File: src/rtl/cpu_defs.sv
// Shared MULT/DIV definitions: op encodings and sequencer state codes.
// Also used by the control unit stall logic to decode the sequencer state.
package cpu_defs;

    localparam logic MD_OP_MULT = 1'b0;
    localparam logic MD_OP_DIV  = 1'b1;

    localparam logic [2:0] MD_IDLE = 3'd0;
    localparam logic [2:0] MD_LOAD = 3'd1;
    localparam logic [2:0] MD_ITER = 3'd2;
    localparam logic [2:0] MD_FIX  = 3'd3;
    localparam logic [2:0] MD_DONE = 3'd4;

endpackage

File: src/rtl/mult_div_ctrl_md_step.sv
// md_step: one combinational shift-add multiply or restoring divide iteration.
// Ports: i_acc_hi/i_acc_lo accumulator in, i_operand mcand/divisor, i_op, o_acc_hi/o_acc_lo out.
module md_step #(
    parameter int WIDTH = 32
) (
    input  logic [WIDTH-1:0] i_acc_hi,
    input  logic [WIDTH-1:0] i_acc_lo,
    input  logic [WIDTH-1:0] i_operand,
    input  logic             i_op,
    output logic [WIDTH-1:0] o_acc_hi,
    output logic [WIDTH-1:0] o_acc_lo
);
    import cpu_defs::*;

    logic [WIDTH:0]   w_sum;
    logic [WIDTH:0]   w_mhi;
    logic [WIDTH:0]   w_rem;
    logic [WIDTH-1:0] w_diff;
    logic             w_ge;

    always_comb begin
        // Multiply: conditional add keeps the carry, then the whole
        // {carry, acc_hi, acc_lo} shifts right by one.
        w_sum = {1'b0, i_acc_hi} + {1'b0, i_operand};
        w_mhi = i_acc_lo[0] ? w_sum : {1'b0, i_acc_hi};
        // Divide: shift next dividend bit into the partial remainder.
        // The true difference is < 2^WIDTH whenever it is used, so a
        // WIDTH-bit subtract is exact.
        w_rem  = {i_acc_hi, i_acc_lo[WIDTH-1]};
        w_ge   = (w_rem >= {1'b0, i_operand});
        w_diff = w_rem[WIDTH-1:0] - i_operand;

        if (i_op == MD_OP_DIV) begin
            o_acc_hi = w_ge ? w_diff : w_rem[WIDTH-1:0];
            o_acc_lo = {i_acc_lo[WIDTH-2:0], w_ge};
        end else begin
            o_acc_hi = w_mhi[WIDTH:1];
            o_acc_lo = {w_mhi[0], i_acc_lo[WIDTH-1:1]};
        end
    end

endmodule

File: src/rtl/mult_div_ctrl.sv
// mult_div_ctrl: iterative signed MULT/DIV sequencer writing HI/LO.
// Ports: clk, reset (sync, high), start/op/op_a/op_b request; busy, done,
//        hilo_write, div_zero status pulses; hi/lo result registers.
module mult_div_ctrl #(
    parameter int WIDTH = 32
) (
    input  logic             clk,
    input  logic             reset,
    input  logic             start,
    input  logic             op,
    input  logic [WIDTH-1:0] op_a,
    input  logic [WIDTH-1:0] op_b,
    output logic             busy,
    output logic             done,
    output logic             hilo_write,
    output logic             div_zero,
    output logic [WIDTH-1:0] hi,
    output logic [WIDTH-1:0] lo
);
    import cpu_defs::*;

    localparam int CW = $clog2(WIDTH);

    logic [2:0]         r_state;
    logic [2:0]         w_state_nxt;
    logic               r_op;
    logic [WIDTH-1:0]   r_a;
    logic [WIDTH-1:0]   r_b;
    logic [WIDTH-1:0]   r_acc_hi;
    logic [WIDTH-1:0]   r_acc_lo;
    logic [WIDTH-1:0]   r_opnd;
    logic               r_neg_res;
    logic               r_neg_rem;
    logic               r_dz;
    logic [CW-1:0]      r_cnt;
    logic [WIDTH-1:0]   r_hi;
    logic [WIDTH-1:0]   r_lo;

    logic [WIDTH-1:0]   w_a_mag;
    logic [WIDTH-1:0]   w_b_mag;
    logic [WIDTH-1:0]   w_step_hi;
    logic [WIDTH-1:0]   w_step_lo;
    logic [2*WIDTH-1:0] w_prod;
    logic               w_b_zero;

    assign w_a_mag  = r_a[WIDTH-1] ? -r_a : r_a;
    assign w_b_mag  = r_b[WIDTH-1] ? -r_b : r_b;
    assign w_b_zero = (r_b == '0);
    assign w_prod   = {r_acc_hi, r_acc_lo};

    md_step #(.WIDTH(WIDTH)) u_step (
        .i_acc_hi  (r_acc_hi),
        .i_acc_lo  (r_acc_lo),
        .i_operand (r_opnd),
        .i_op      (r_op),
        .o_acc_hi  (w_step_hi),
        .o_acc_lo  (w_step_lo)
    );

    always_ff @(posedge clk) begin
        if (reset) r_state <= MD_IDLE;
        else       r_state <= w_state_nxt;
    end

    always_comb begin
        w_state_nxt = r_state;
        case (r_state)
            MD_IDLE: if (start) w_state_nxt = MD_LOAD;
            MD_LOAD: begin
                if (r_op == MD_OP_DIV && w_b_zero) w_state_nxt = MD_DONE;
                else                               w_state_nxt = MD_ITER;
            end
            MD_ITER: if (r_cnt == '0) w_state_nxt = MD_FIX;
            MD_FIX:  w_state_nxt = MD_DONE;
            MD_DONE: w_state_nxt = MD_IDLE;
            default: w_state_nxt = MD_IDLE;
        endcase
    end

    always_comb begin
        busy       = (r_state != MD_IDLE);
        done       = (r_state == MD_DONE);
        hilo_write = (r_state == MD_DONE) && !r_dz;
        div_zero   = (r_state == MD_DONE) && r_dz;
    end

    always_ff @(posedge clk) begin
        if (reset) begin
            r_op      <= MD_OP_MULT;
            r_a       <= '0;
            r_b       <= '0;
            r_acc_hi  <= '0;
            r_acc_lo  <= '0;
            r_opnd    <= '0;
            r_neg_res <= 1'b0;
            r_neg_rem <= 1'b0;
            r_dz      <= 1'b0;
            r_cnt     <= '0;
            r_hi      <= '0;
            r_lo      <= '0;
        end else begin
            case (r_state)
                MD_IDLE: begin
                    if (start) begin
                        r_op <= op;
                        r_a  <= op_a;
                        r_b  <= op_b;
                    end
                end
                MD_LOAD: begin
                    r_acc_hi  <= '0;
                    r_acc_lo  <= w_a_mag;
                    r_opnd    <= w_b_mag;
                    r_neg_res <= r_a[WIDTH-1] ^ r_b[WIDTH-1];
                    r_neg_rem <= r_a[WIDTH-1];
                    r_dz      <= (r_op == MD_OP_DIV) && w_b_zero;
                    r_cnt     <= CW'(WIDTH-1);
                end
                MD_ITER: begin
                    r_acc_hi <= w_step_hi;
                    r_acc_lo <= w_step_lo;
                    r_cnt    <= r_cnt - CW'(1);
                end
                MD_FIX: begin
                    if (r_op == MD_OP_DIV) begin
                        r_lo <= r_neg_res ? -r_acc_lo : r_acc_lo;
                        r_hi <= r_neg_rem ? -r_acc_hi : r_acc_hi;
                    end else begin
                        {r_hi, r_lo} <= r_neg_res ? -w_prod : w_prod;
                    end
                end
                default: ;
            endcase
        end
    end

    assign hi = r_hi;
    assign lo = r_lo;

endmodule
File: config.mk
export PLATFORM = sky130hd
export DESIGN_NAME = mult_div_ctrl
export DESIGN_NICKNAME = d
export VERILOG_FILES = /design/src/rtl/cpu_defs.sv /design/src/rtl/mult_div_ctrl_md_step.sv /design/src/rtl/mult_div_ctrl.sv
export SDC_FILE = /design/constraint.sdc
export NUM_CORES = 1
export LEC_CHECK = 0
export BUFFER_PORTS_ARGS = -buffer_cell sky130_fd_sc_hd__buf_2
export CAP_MARGIN = 20
export CORE_AREA = 2 2 192 175
export CTS_CLUSTER_DIAMETER = 60
export CTS_CLUSTER_SIZE = 16
export DETAILED_ROUTE_END_ITERATION = 10
export DIE_AREA = 0 0 194 177
export PLACE_DENSITY = 0.68
export SYNTH_ARGS = -nofsm -noshare
export SYNTH_HDL_FRONTEND = slang
export SYNTH_SLANG_ARGS = --single-unit
File: constraint.sdc
create_clock -name clk -period 3.49 [get_ports clk]
set_input_delay 0.349 -clock clk [delete_from_list [all_inputs] [get_ports clk]]
set_output_delay 0.349 -clock clk [all_outputs]
set_load 0.05 [all_outputs]
==> reports/qor.yml <==
outcome:
  status: "finished clean"
placed_design:
  hpwl_um: 38700
  numPortBuffers: 135
  postPlaceCellArea_um2: 17500
  place_inst: 2614
  gp_congestion: 0.990
floorplan:
  initial_core_util_pct: 49.2
  die_area_um2: 34300
  dieWidth_um: 194
  pin_count: 136
  core_area_um2: 32500
  die_height_um: 177
  num_rows: 63
routing:
  drt_iter0_drc: 1493
  postRouteAntennaNets: 0
  vias: 16000
  wl_um: 51700
  wl_per_cell_um: 19.5
  drc: 0
  drt-pass1-iter-count: 6
  via_per_inst: 6.03
cts:
  hold_buffers: 0
  cts-root-buf: "clkbuf_16"
  htree_levels: 1
  clock-sinks: 236
  cts.clk_slew.worst_paths_ns: 0.07
  cts_buffers: 24
  clockBufferDepth: 3
  postCtsSetupRepairBufs: 0
  cts_tree: "built"
  clk_latency_ns: 0.56
flow_run:
  cap_viol_max_count: 0
final_layout:
  diodes: 0
  drive_above_1_share_pct: 15.3
  syn_to_final_growth_pct: 15.0
  design_area_um2: 18400
  final_nets: 2358
  stdcell_count: 2656
  fill_cells: 3040
timing:
  finalCriticalPeriod_ns: 3.33
  setup-violations-final: 0
  slew_violations: 0
  relSlewSlack_pct: 34.1
  post-route-period-util_pct: 95.6
  skew_ns: 0.0226
  tightest_slew_ns: 0.988
  finalHoldViolCount: 0
  setup_tns_ns: 0
  fmax_mhz: 300
  rsz0062_at_grt: "no"
pwr:
  pwr-share-comb_pct: 32.6
  netSwitchingPower_mw: 3.23
  power_frac_seq_pct: 35.9
  power_per_cell_area_nw_per_um2: 474
  p_leak_nw: 7.45
  swShare_pct: 37.1
  p_clk_share_pct: 31.6
  power.internal_mw: 5.48
  irDropWorstVdd_mv: 0.359
synth:
  async_reset_ff_share_pct: 0
  avgSynthCellArea_um2: 7.62
  ys.warnings.count: 0
  ys_top_cells_by_count: "nand2_1 (280), dfxtp_1 (236), a21oi_1 (200)"
  synthCells: 2098
  syn_nets: 2238
  synth.most_common_cell: "nand2_1"
  yosysSeqAreaShare_pct: 29.5
  yosys-top-cells-area: "dfxtp_1 (30%), a211oi_1 (7.2%), nand2_1 (6.6%)"
  yosysTopAreaCellShare_pct: 29.5
  yosysTopAreaCell: "dfxtp_1"
  synth_edf_count: 0
  synth.cell_area_um2: 16000
  yosysUniqueCellTypes: 75
  yosys_most_used_dff: "dfxtp_1"
  ys_seq_elements: 236
worst_setup_path:
  critPathLaunchType: "flip-flop"
  critical_path_class: "reg -> reg"
  end_kind: "flip-flop"
  critPathArrivalTime_ns: 3.80
  crit_fanout: 7
  worstPathRequired_ns: 3.95
global_route:
  grt_antenna_before_repair: 0
  track_usage_pct: 29.0
  grt_pass1_wl_um: 81400
  grt_max_degree: 114
  grt_pass1_vias: 14600
  grt.overflow.total: 0
min_path:
  min_path_type: "in -> reg"
-- cell type report --
class | instances | area (µm²) | area share [%]
Tap cell | 422 | 528 | 2.87
Multi-Input combinational cell | 1639 | 10500 | 57.0
Inverter | 67 | 251 | 1.37
Timing Repair Buffer | 250 | 1570 | 8.54
Sequential cell | 236 | 4730 | 25.7
Clock inverter | 13 | 183 | 0.994
Clock buffer | 29 | 639 | 3.48
-- what timing repair did --
item,CTS,global route
setup endpoints to repair,0,26
gates resized for setup,0,11
endpoints found under the hold margin,0,0
-- critical path, cell delays in order (launching register included) --
cell and delay [ns]:
dfxtp_1 0.39, inv_1 0.07, ha_1 0.38, a21oi_1 0.28, o211ai_1 0.18, a211o_1 0.33
or3b_2 0.51, a21oi_1 0.30, xnor2_1 0.16, nand2_1 0.06, a311o_1 0.33, o31ai_1 0.26
-- path summary, 6_finish.rpt --
kind / from / endpoint / slack, ns / cells past startpoint
hold reg to reg: hi[22] / hi[22] / 0.45 / 2
setup reg to reg: r_opnd[12] / r_acc_hi[25] / 0.16 / 11
setup / recovery: r_opnd[12] / r_acc_hi[25] / 0.16 / 11
hold / removal: op / r_op / 0.02 / 3
-- cell families after synthesis --
family          Yosys count  synth area share [%]
simple gates            692                  20.0
compound gates          654                  26.8
flops                   236                  29.5
buf+inv                 223                  5.33
xor+xnor                161                  8.82
fa+ha+maj                72                  5.73
mux                      60                  3.80
-- sequential cells by signal, indices dropped and copies added, names as in the netlist --
name,flops
r_b,32
r_opnd,32
r_a,32
r_cnt,5
r_neg_rem,1
r_acc_hi,32
r_op,1
r_state,3
hi,32
r_dz,1
r_neg_res,1
lo,32
r_acc_lo,32
-- stage by stage --
step	util (%)	hold slack, ns	setup slack [ns]	power (mW)
2_1_floorplan	-	0.443	0.441	5.11
3_3_place_gp	53.9	0.436	0.192	5.90
3_5_place_dp	53.9	0.444	0.0673	5.93
4_1_cts	56.5	0.00522	0.0359	8.67
5_1_grt	56.6	0.0146	0.00307	9.13
6_report	56.6	0.0207	0.155	8.71
-- per-layer routing --
layer / up-vias / wire (µm) / global-route usage [%]
met5: - / 0 / 0
met1: 7448 / 24500 / 43.0
met4: 0 / 1360 / 7.48
met3: 100 / 4520 / 5.43
met2: 645 / 21300 / 43.0
li1: 7823 / - / -
-- power groups by stage --
stage,registers (mW),logic (mW),clock network (mW)
after floorplan,3.14,1.98,0
after global placement,3.17,2.73,0
after global routing,3.15,3.09,2.89
after CTS,3.11,2.77,2.79
final,3.12,2.84,2.75
after detailed placement,3.18,2.76,0
-- cell usage in the layout, fill, tap and decap left out, types with 12 or more instances in the layout --
master       n
nand2_1    280
dfxtp_1    235
a21oi_1    200
nor2_1     185
a211oi_1   151
buf_2      134
buf_4      113
xor2_1     102
o21ai_0     94
ha_1        70
inv_1       65
xnor2_1     59
mux2i_1     55
nor3_1      34
o31ai_1     34
a21o_1      31
clkbuf_16   24
or3_1       22
nand3_1     21
nor2b_1     18
o41ai_1     18
a22o_1      18
and3_1      17
nand4_1     17
or4_1       15
or2_2       14
o211ai_1    14
nand2b_1    13
nor4_1      12
Power figures use the tool's default switching activity.
